File: config.mk
export PLATFORM = sky130hd
export DESIGN_NAME = store_array
export DESIGN_NICKNAME = d
export VERILOG_FILES = /design/src/rtl/store_array_pkg.sv /design/src/rtl/store_array_col.sv /design/src/rtl/store_array.sv
export SDC_FILE = /design/constraint.sdc
export NUM_CORES = 1
export LEC_CHECK = 0
export CAP_MARGIN = 30
export CELL_PAD_IN_SITES_DETAIL_PLACEMENT = 2
export CELL_PAD_IN_SITES_GLOBAL_PLACEMENT = 2
export CORE_MARGIN = 2
export CORE_UTILIZATION = 22
export CTS_CLUSTER_SIZE = 16
export DETAILED_ROUTE_END_ITERATION = 10
export HOLD_SLACK_MARGIN = 0.05
export PLACE_DENSITY_LB_ADDON = 0.12
export SLEW_MARGIN = 40
export SYNTH_ARGS = -nofsm -noshare
export SYNTH_HDL_FRONTEND = slang
export SYNTH_SLANG_ARGS = --single-unit
File: constraint.sdc
create_clock -name clk -period 1.5 [get_ports clk]
set_clock_uncertainty 0.05 [all_clocks]
set_input_delay 0.45 -clock clk [delete_from_list [all_inputs] [get_ports clk]]
set_output_delay 0.45 -clock clk [all_outputs]
set_load 0.01 [all_outputs]
File: src/rtl/store_array_pkg.sv
// Shared types and helpers for the store_array slice: FSM state encoding,
// column-pointer width and the row/column to output-bit index mapping.
package store_array_pkg;

  typedef enum logic [0:0] {
    ST_LOAD   = 1'b0,
    ST_COMMIT = 1'b1
  } state_t;

  // Pointer width never drops below one bit, so a single-column array still has a port.
  function automatic int ptr_width(input int cols);
    return (cols <= 1) ? 1 : $clog2(cols);
  endfunction

  function automatic int bit_idx(input int r, input int c, input int cols);
    return r * cols + c;
  endfunction

endpackage

File: src/rtl/store_array_col.sv
// One ROWS-wide column register with synchronous clear and write enable.
// Used both for the visible matrix and for the optional shadow copy.
module store_array_col #(
  parameter int ROWS = 2
) (
  input  logic            clk,
  input  logic            rst_n,
  input  logic            clr,
  input  logic            we,
  input  logic [ROWS-1:0] d,
  output logic [ROWS-1:0] q
);

  always_ff @(posedge clk) begin
    if (!rst_n || clr) begin
      q <= '0;
    end else if (we) begin
      q <= d;
    end
  end

endmodule

File: src/rtl/store_array.sv
// ROWS x COLS bit-matrix store loaded one column per beat, committed per frame.
// Define STORE_ARRAY_SHADOW_EN to stage beats in a shadow copy and update out atomically.
module store_array
  import store_array_pkg::*;
#(
  parameter int  ROWS = 2,
  parameter int  COLS = 2,
  localparam int PW   = ptr_width(COLS)
) (
  input  logic                 clk,
  input  logic                 rst_n,
  input  logic [ROWS-1:0]      dat,
  input  logic                 dat_valid,
  output logic                 dat_ready,
  input  logic                 restart,
  input  logic                 clr,
  output logic [PW-1:0]        col_ptr,
  output logic                 load_done,
  output logic [ROWS*COLS-1:0] out,
  output state_t               state_dbg
);

  // Handshake: a beat transfers on a rising edge where dat_valid && dat_ready.
  // dat_ready depends only on state and restart, never on dat_valid.
  state_t          state;
  logic            accept;
  logic            last_col;
  logic [ROWS-1:0] col_q [COLS];

  assign dat_ready = (state == ST_LOAD) && !restart;
  assign accept    = dat_valid && dat_ready;
  assign last_col  = (col_ptr == PW'(COLS - 1));
  assign state_dbg = state;

  always_ff @(posedge clk) begin
    if (!rst_n || clr) begin
      state     <= ST_LOAD;
      col_ptr   <= '0;
      load_done <= 1'b0;
    end else begin
      case (state)
        ST_LOAD: begin
          load_done <= 1'b0;
          if (restart) begin
            col_ptr <= '0;
          end else if (accept) begin
            if (last_col) begin
              col_ptr   <= '0;
              state     <= ST_COMMIT;
              load_done <= 1'b1;
            end else begin
              col_ptr <= col_ptr + 1'b1;
            end
          end
        end
        ST_COMMIT: begin
          state     <= ST_LOAD;
          load_done <= 1'b0;
        end
        default: begin
          state     <= ST_LOAD;
          load_done <= 1'b0;
        end
      endcase
    end
  end

`ifdef STORE_ARRAY_SHADOW_EN
  logic            commit;
  logic [ROWS-1:0] shadow_q [COLS];

  assign commit = (state == ST_COMMIT);
`endif

  for (genvar c = 0; c < COLS; c++) begin : g_col
    logic wr;
    assign wr = accept && (col_ptr == PW'(c));

`ifdef STORE_ARRAY_SHADOW_EN
    store_array_col #(.ROWS(ROWS)) u_shadow (
      .clk   (clk),
      .rst_n (rst_n),
      .clr   (clr),
      .we    (wr),
      .d     (dat),
      .q     (shadow_q[c])
    );

    // Visible column only moves when the whole frame is committed.
    store_array_col #(.ROWS(ROWS)) u_out (
      .clk   (clk),
      .rst_n (rst_n),
      .clr   (clr),
      .we    (commit),
      .d     (shadow_q[c]),
      .q     (col_q[c])
    );
`else
    store_array_col #(.ROWS(ROWS)) u_out (
      .clk   (clk),
      .rst_n (rst_n),
      .clr   (clr),
      .we    (wr),
      .d     (dat),
      .q     (col_q[c])
    );
`endif
  end

  always_comb begin
    out = '0;
    for (int r = 0; r < ROWS; r++) begin
      for (int c = 0; c < COLS; c++) begin
        out[bit_idx(r, c, COLS)] = col_q[c][r];
      end
    end
  end

endmodule

==> results.sh, run 1 <==
export IMPL_status="complete, no violations"
export IMPL_synth_cell_type_count=13
export IMPL_antenna_found_initial=0
export IMPL_initial_core_util_pct=23.08
export IMPL_final_layout_size_suffix_gt1_share_pct=21.74
export IMPL_rsz0062_at_grt="false"
export IMPL_worstHoldPathType="flop to flop"
export IMPL_clock_sinks=6
export IMPL_crit_required_ps=1000
export IMPL_path_class="input pin to output pin"
export IMPL_ys_warn_count=0
export IMPL_path_max_fanout=2
export IMPL_leakage_nw=0.2478
export IMPL_firstDrtPassIters=3
export IMPL_clk_pin_slew_ps=40
export IMPL_netlist_area_leader_share_pct=41.03
export IMPL_std_cell_rows=13
export IMPL_critPathBufInv=2
export IMPL_grt_pass1_vias=280
export IMPL_fp_coreArea_um2=1269
export IMPL_ios=15
export IMPL_synth_area_top_cells="dfxtp_1, nand3b_1, mux2i_1"
export IMPL_worst_pin_slew_ps=313.9
export IMPL_cpMaxStageDelayCell="dlygate4sd2_1"
export IMPL_ff_latch_area_um2=120.1
export IMPL_path_cells="dlygate4sd2_1, nor2_1, buf_2"
export IMPL_fin_crit_sh_pct=94.98
export IMPL_multiInputGateArea_um2=157.7
export IMPL_synth_seq_area_share_pct=41.03
export IMPL_drcViolationCount=0
export IMPL_numCtsBuffers=3
export IMPL_htreeDepth=1
export IMPL_drv_slew=0
export IMPL_die_w_um=40.48
export IMPL_m1WireLength_um=314
export IMPL_dieArea_um2=1639
export IMPL_cp_arrival_ps=920
export IMPL_cts_root_buffer="clkbuf_4"
export IMPL_final_hold_viol_count=0
export IMPL_synth_nets=33
export IMPL_crit_family="buffers and inverters"
export IMPL_cp_start_kind="input pin"
export IMPL_nFillCells=138
export IMPL_cts_buffer_depth=2
export IMPL_routed_wl_met3_um=64
export IMPL_synth_seq_cells=6
export IMPL_crit_cells=3
export IMPL_gp_congestion=0.6542
export IMPL_endpoint_kind="output pin"
export IMPL_wirelength_um=794
export IMPL_die_h_um=40.48
export IMPL_wl_met2_um=415
export IMPL_drt_iter0_drc=2
export IMPL_p_per_area_nw_per_um2=743.8
export IMPL_grt_pass1_wl_mm=1.221
export IMPL_hold_path_depth=2
export IMPL_area_growth_pct=67.95
export IMPL_grt_max_degree=8
export IMPL_avgSynthCellArea_um2=11.26
export IMPL_max_freq_ghz=0.7019
export IMPL_grt_use_total_pct=12.26
export IMPL_ir_worst_vdd_v=0.0003223
export IMPL_ff2ff_path_depth=3
export IMPL_top_layer="met3"
export IMPL_max_stage_delay_ps=250
export IMPL_syn_area_um2=292.8
export IMPL_syn_inst=26
export IMPL_clk_latency_ps=240
export IMPL_synth_top_area_cell="dfxtp_1"
export IMPL_cts_tree="yes"
export IMPL_overflow=0
export IMPL_ant_nets=0
export IMPL_hold_worst_slack_ps=448.1
export IMPL_period_minus_slack_ps=1425
export IMPL_diodes=0
export IMPL_final_nets=55
export IMPL_via_count=276
export IMPL_port_buffers=14
export IMPL_setup_viol=0
export IMPL_wl_per_cell_um=13.02
export IMPL_drv_cap=0
export IMPL_vias_per_cell=4.525
export IMPL_post_dp_hpwl_um=670.1
export IMPL_setup_tns_ps=0
export IMPL_slew_headroom_pct=78.99
==> cell usage in the layout, fill, tap and decap left out, drive strengths merged <==
master	instances
inv	1
nor4b	1
dlygate4sd2	8
nor3b	1
nand3b	6
dlymetal6s2s	1
nor2	1
dfxtp	6
clkdlybuf4s50	4
mux2i	4
nand4bb	1
clkbuf	3
and3b	1
buf	6
o21bai	1
a32o	1
==> flip-flops by register name, indices dropped and copies added, names as in the netlist <==
register       count
col_ptr            1
g_col.u_out.q      4
state_dbg          1
==> synth_stat cells, drive strengths merged <==
cell     number
inv           1
nor3b         1
mux2i         4
buf           1
a32o          1
o21bai        1
nand4bb       1
nand3b        6
dfxtp         6
clkbuf        1
nor4b         1
and3b         1
nor2          1
==> worst register-to-register path: stages, from the launching register on <==
cell and delay (ps):
dfxtp_1 320, buf_4 150, nor4b_4 340, mux2i_1 260
==> layer usage <==
layer / vias up / global-route usage, %
met1: 128 / 12.46
met3: 0 / 5.000
met4: 0 / 7.500
li1: 138 / -
met5: - / 0
met2: 10 / 20.63
==> area by class of cell <==
cell class / count / share of cell area (%)
timing repair buffer: 19 / 34.35
multi-input combinational: 17 / 32.06
sequential: 6 / 24.43
clock buffer: 3 / 4.580
tap: 15 / 3.817
inverter: 1 / 0.7634
==> worst paths after layout <==
check | slack [ps] | start | endpoint
worst max-delay path | 80 | restart | dat_ready
worst min-delay path | 450 | g_col[1].u_out.q[0]$_SDFFE_PP0P_ | g_col[1].u_out.q[0]$_SDFFE_PP0P_
worst max register to register | 290 | state_dbg$_SDFF_PP0_ | g_col[0].u_out.q[1]$_SDFFE_PP0P_
worst min register to register | 450 | g_col[1].u_out.q[0]$_SDFFE_PP0P_ | g_col[1].u_out.q[0]$_SDFFE_PP0P_
==> kinds of logic after synthesis <==
| logic type | Yosys count | share of synthesized area [%] |
|---|---|---|
| buf+inv | 3 | 5.127 |
| flops | 6 | 41.03 |
| simple gates | 11 | 34.19 |
| compound gates | 2 | 5.984 |
| mux | 4 | 13.68 |
==> per-stage QoR <==
| step | utilization [%] | instance area, um2 | power [mW] | instances | worst slack [ps] |
|---|---|---|---|---|---|
| finish | 38.76 | 491.7 | 0.3657 | 61 | 75.34 |
| global route | 38.76 | 491.7 | 0.3935 | 61 | 29.23 |
| CTS | 38.56 | 489.2 | 0.3799 | 61 | 69.69 |
| detailed placement | 37.67 | 478.0 | 0.2248 | 58 | -514.4 |
| global placement | 37.67 | 478.0 | 0.2227 | 58 | -498.9 |
| floorplan | - | 292.8 | 0.1871 | 26 | 366.5 |
==> power by group <==
| group | switching [mW] | leakage (nW) | internal, mW |
|---|---|---|---|
| Clock | 0.0577 | 0.0138 | 0.0905 |
| Sequential | 0.00108 | 0.0485 | 0.162 |
| Combinational | 0.0210 | 0.185 | 0.0332 |
| Total | 0.0798 | 0.248 | 0.286 |
==> what timing repair did <==
action                                  CTS  global route
endpoints found under the hold margin     0             0
endpoints found under the setup margin   10             1
hold buffers                              0             0
buffers inserted                          0             0
resized for setup                        13             1
pin swaps                                 1             0
Power figures use the tool's default switching activity.
==> inputs of run 2 (changes only) <==
--- a/config.mk
+++ b/config.mk
@@ -8,7 +8,6 @@
 export CAP_MARGIN = 30
 export CELL_PAD_IN_SITES_DETAIL_PLACEMENT = 2
 export CELL_PAD_IN_SITES_GLOBAL_PLACEMENT = 2
-export CORE_MARGIN = 2
 export CORE_UTILIZATION = 22
 export CTS_CLUSTER_SIZE = 16
 export DETAILED_ROUTE_END_ITERATION = 10
==> run 2 against run 1 <==
  * First-iteration DRC count shrank 100%
  * Non-clock buffer count is the same
  * Critical endpoint unchanged
  * Die area shrank 9.6%
  * Final area shrank 1.3%
  * Critical path type unchanged
  * Via count grew 1.1%
==> results.sh, run 2 (same netlist as run 1, synthesis figures left out) <==
export IMPL_status="complete, no violations"
export IMPL_slew_headroom_pct=77.62
export IMPL_clockPowerShare_pct=40.2
export IMPL_hold_worst_slack_ps=442.5
export IMPL_initial_core_util_pct=25.00
export IMPL_final_nets=55
export IMPL_p_comb_share_pct=15.3
export IMPL_cts_tree="yes"
export IMPL_p_int_mw=0.2873
export IMPL_switching_share_pct=21.85
export IMPL_die_h_um=38.48
export IMPL_overflow=0
export IMPL_clock_sinks=6
export IMPL_crit_required_ps=1000
export IMPL_worst_pin_slew_ps=334.3
export IMPL_dieArea_um2=1481
export IMPL_cp_start_kind="input pin"
export IMPL_worstHoldPathType="flop to flop"
export IMPL_post_dp_hpwl_um=656.1
export IMPL_fp_coreArea_um2=1171
export IMPL_numCtsBuffers=3
export IMPL_grt_use_total_pct=14.29
export IMPL_ant_nets=0
export IMPL_grt_max_degree=8
export IMPL_std_cell_rows=12
export IMPL_setup_viol=0
export IMPL_htreeDepth=1
export IMPL_die_w_um=38.48
export IMPL_cts_buffer_depth=2
export IMPL_wirelength_um=830
export IMPL_diodes=0
export IMPL_fin_crit_sh_pct=95.42
export IMPL_p_seq_share_pct=44.4
export IMPL_dp_cells=57
export IMPL_vias_per_cell=4.650
export IMPL_port_buffers=14
export IMPL_p_per_area_nw_per_um2=757.2
export IMPL_antenna_found_initial=0
export IMPL_area_growth_pct=65.81
export IMPL_firstDrtPassIters=1
export IMPL_fin_cells=60
export IMPL_grt_pass1_vias=317
export IMPL_max_freq_ghz=0.6987
export IMPL_path_class="input pin to output pin"
export IMPL_layout_common_cells="dlygate4sd2_1, nand3b_1, dfxtp_1, clkdlybuf4s50_1, buf_4"
export IMPL_largest_reg_flops=4
export IMPL_wl_per_cell_um=13.83
export IMPL_drt_iter0_drc=0
export IMPL_final_hold_viol_count=0
export IMPL_nFillCells=131
export IMPL_rsz0062_at_grt="false"
export IMPL_via_count=279
export IMPL_drv_cap=0
export IMPL_clk_latency_ps=240
export IMPL_path_max_fanout=2
export IMPL_cp_arrival_ps=930
export IMPL_endpoint_kind="output pin"
export IMPL_drv_slew=0
export IMPL_p_sw_mw=0.08033
export IMPL_cts_root_buffer="clkbuf_4"
export IMPL_postCtsHoldBufs=0
export IMPL_gp_congestion=0.7102
export IMPL_final_layout_size_suffix_gt1_share_pct=23.91
export IMPL_clk_pin_slew_ps=40
export IMPL_leakage_nw=0.2380
export IMPL_drcViolationCount=0
export IMPL_grt_pass1_wl_mm=1.380
export IMPL_regMostFlops="g_col.u_out.q"
export IMPL_period_minus_slack_ps=1431
export IMPL_final_common_cell="dlygate4sd2_1"
export IMPL_ios=15
export IMPL_ir_worst_vdd_v=0.0003478
run 2: cell count changes in the layout (fill, tap and decap cells not counted), sizes merged:
cell           previous run  this run
clkdlybuf4s50             4         5
dlymetal6s2s              1         0
run 2: layout make-up:
cell class / count / area, um2 / share of cell area, %
Clock buffer: 3 / 22.52 / 4.639
Timing Repair Buffer: 19 / 162.7 / 33.51
Sequential cell: 6 / 121.4 / 25.00
Inverter: 1 / 3.754 / 0.7732
Tap cell: 14 / 17.52 / 3.608
Multi-Input combinational cell: 17 / 157.7 / 32.47
run 2: path summary, 6_finish.rpt:
kind                                                         end                              from  cells after the start  slack, ps
worst min register to register  g_col[0].u_out.q[1]$_SDFFE_PP0P_  g_col[0].u_out.q[1]$_SDFFE_PP0P_                      2        440
worst min-delay path            g_col[0].u_out.q[1]$_SDFFE_PP0P_  g_col[0].u_out.q[1]$_SDFFE_PP0P_                      2        440
worst max-delay path                                   dat_ready                           restart                      3         70
worst max register to register  g_col[0].u_out.q[0]$_SDFFE_PP0P_              col_ptr$_SDFFE_PP0P_                      3        330
run 2: what timing repair did:
| action | 4_1_cts | 5_1_grt |
|---|---|---|
| buffers inserted | 0 | 0 |
| resized for setup | 13 | 0 |
| setup endpoints to repair | 10 | 0 |
run 2: per-layer routing:
metal	GRT usage [%]	vias up	wire (um)
met3	4.070	0	48
met4	7.759	0	0
met5	0	-	0
met2	25.00	11	452
met1	15.09	130	329
li1	-	138	-
run 2: stage by stage:
stage,util [%],setup TNS (ps),setup WS (ps),instance area [um2],power [mW]
5_1_grt,41.45,0,24.14,485.5,0.3895
4_1_cts,41.45,0,59.10,485.5,0.3757
3_3_place_gp,40.71,-1645,-499.9,476.7,0.2245
2_1_floorplan,-,0,366.5,292.8,0.1871
3_5_place_dp,40.71,-2009,-561.2,476.7,0.2270
6_report,41.45,0,68.74,485.5,0.3676
run 2: worst max-delay path, cell delays in order:
cell           delay [ps]
dlygate4sd2_1         250
nor2_1                 90
buf_2                 140
run 2: power by group through the flow:
stage               Clock (mW)  Combinational (mW)  Sequential, mW
finish                   0.148              0.0564           0.163
CTS                      0.155              0.0577           0.163
floorplan                    0              0.0190           0.168
global route             0.165              0.0615           0.163
detailed placement           0              0.0606           0.166
global placement             0              0.0582           0.166
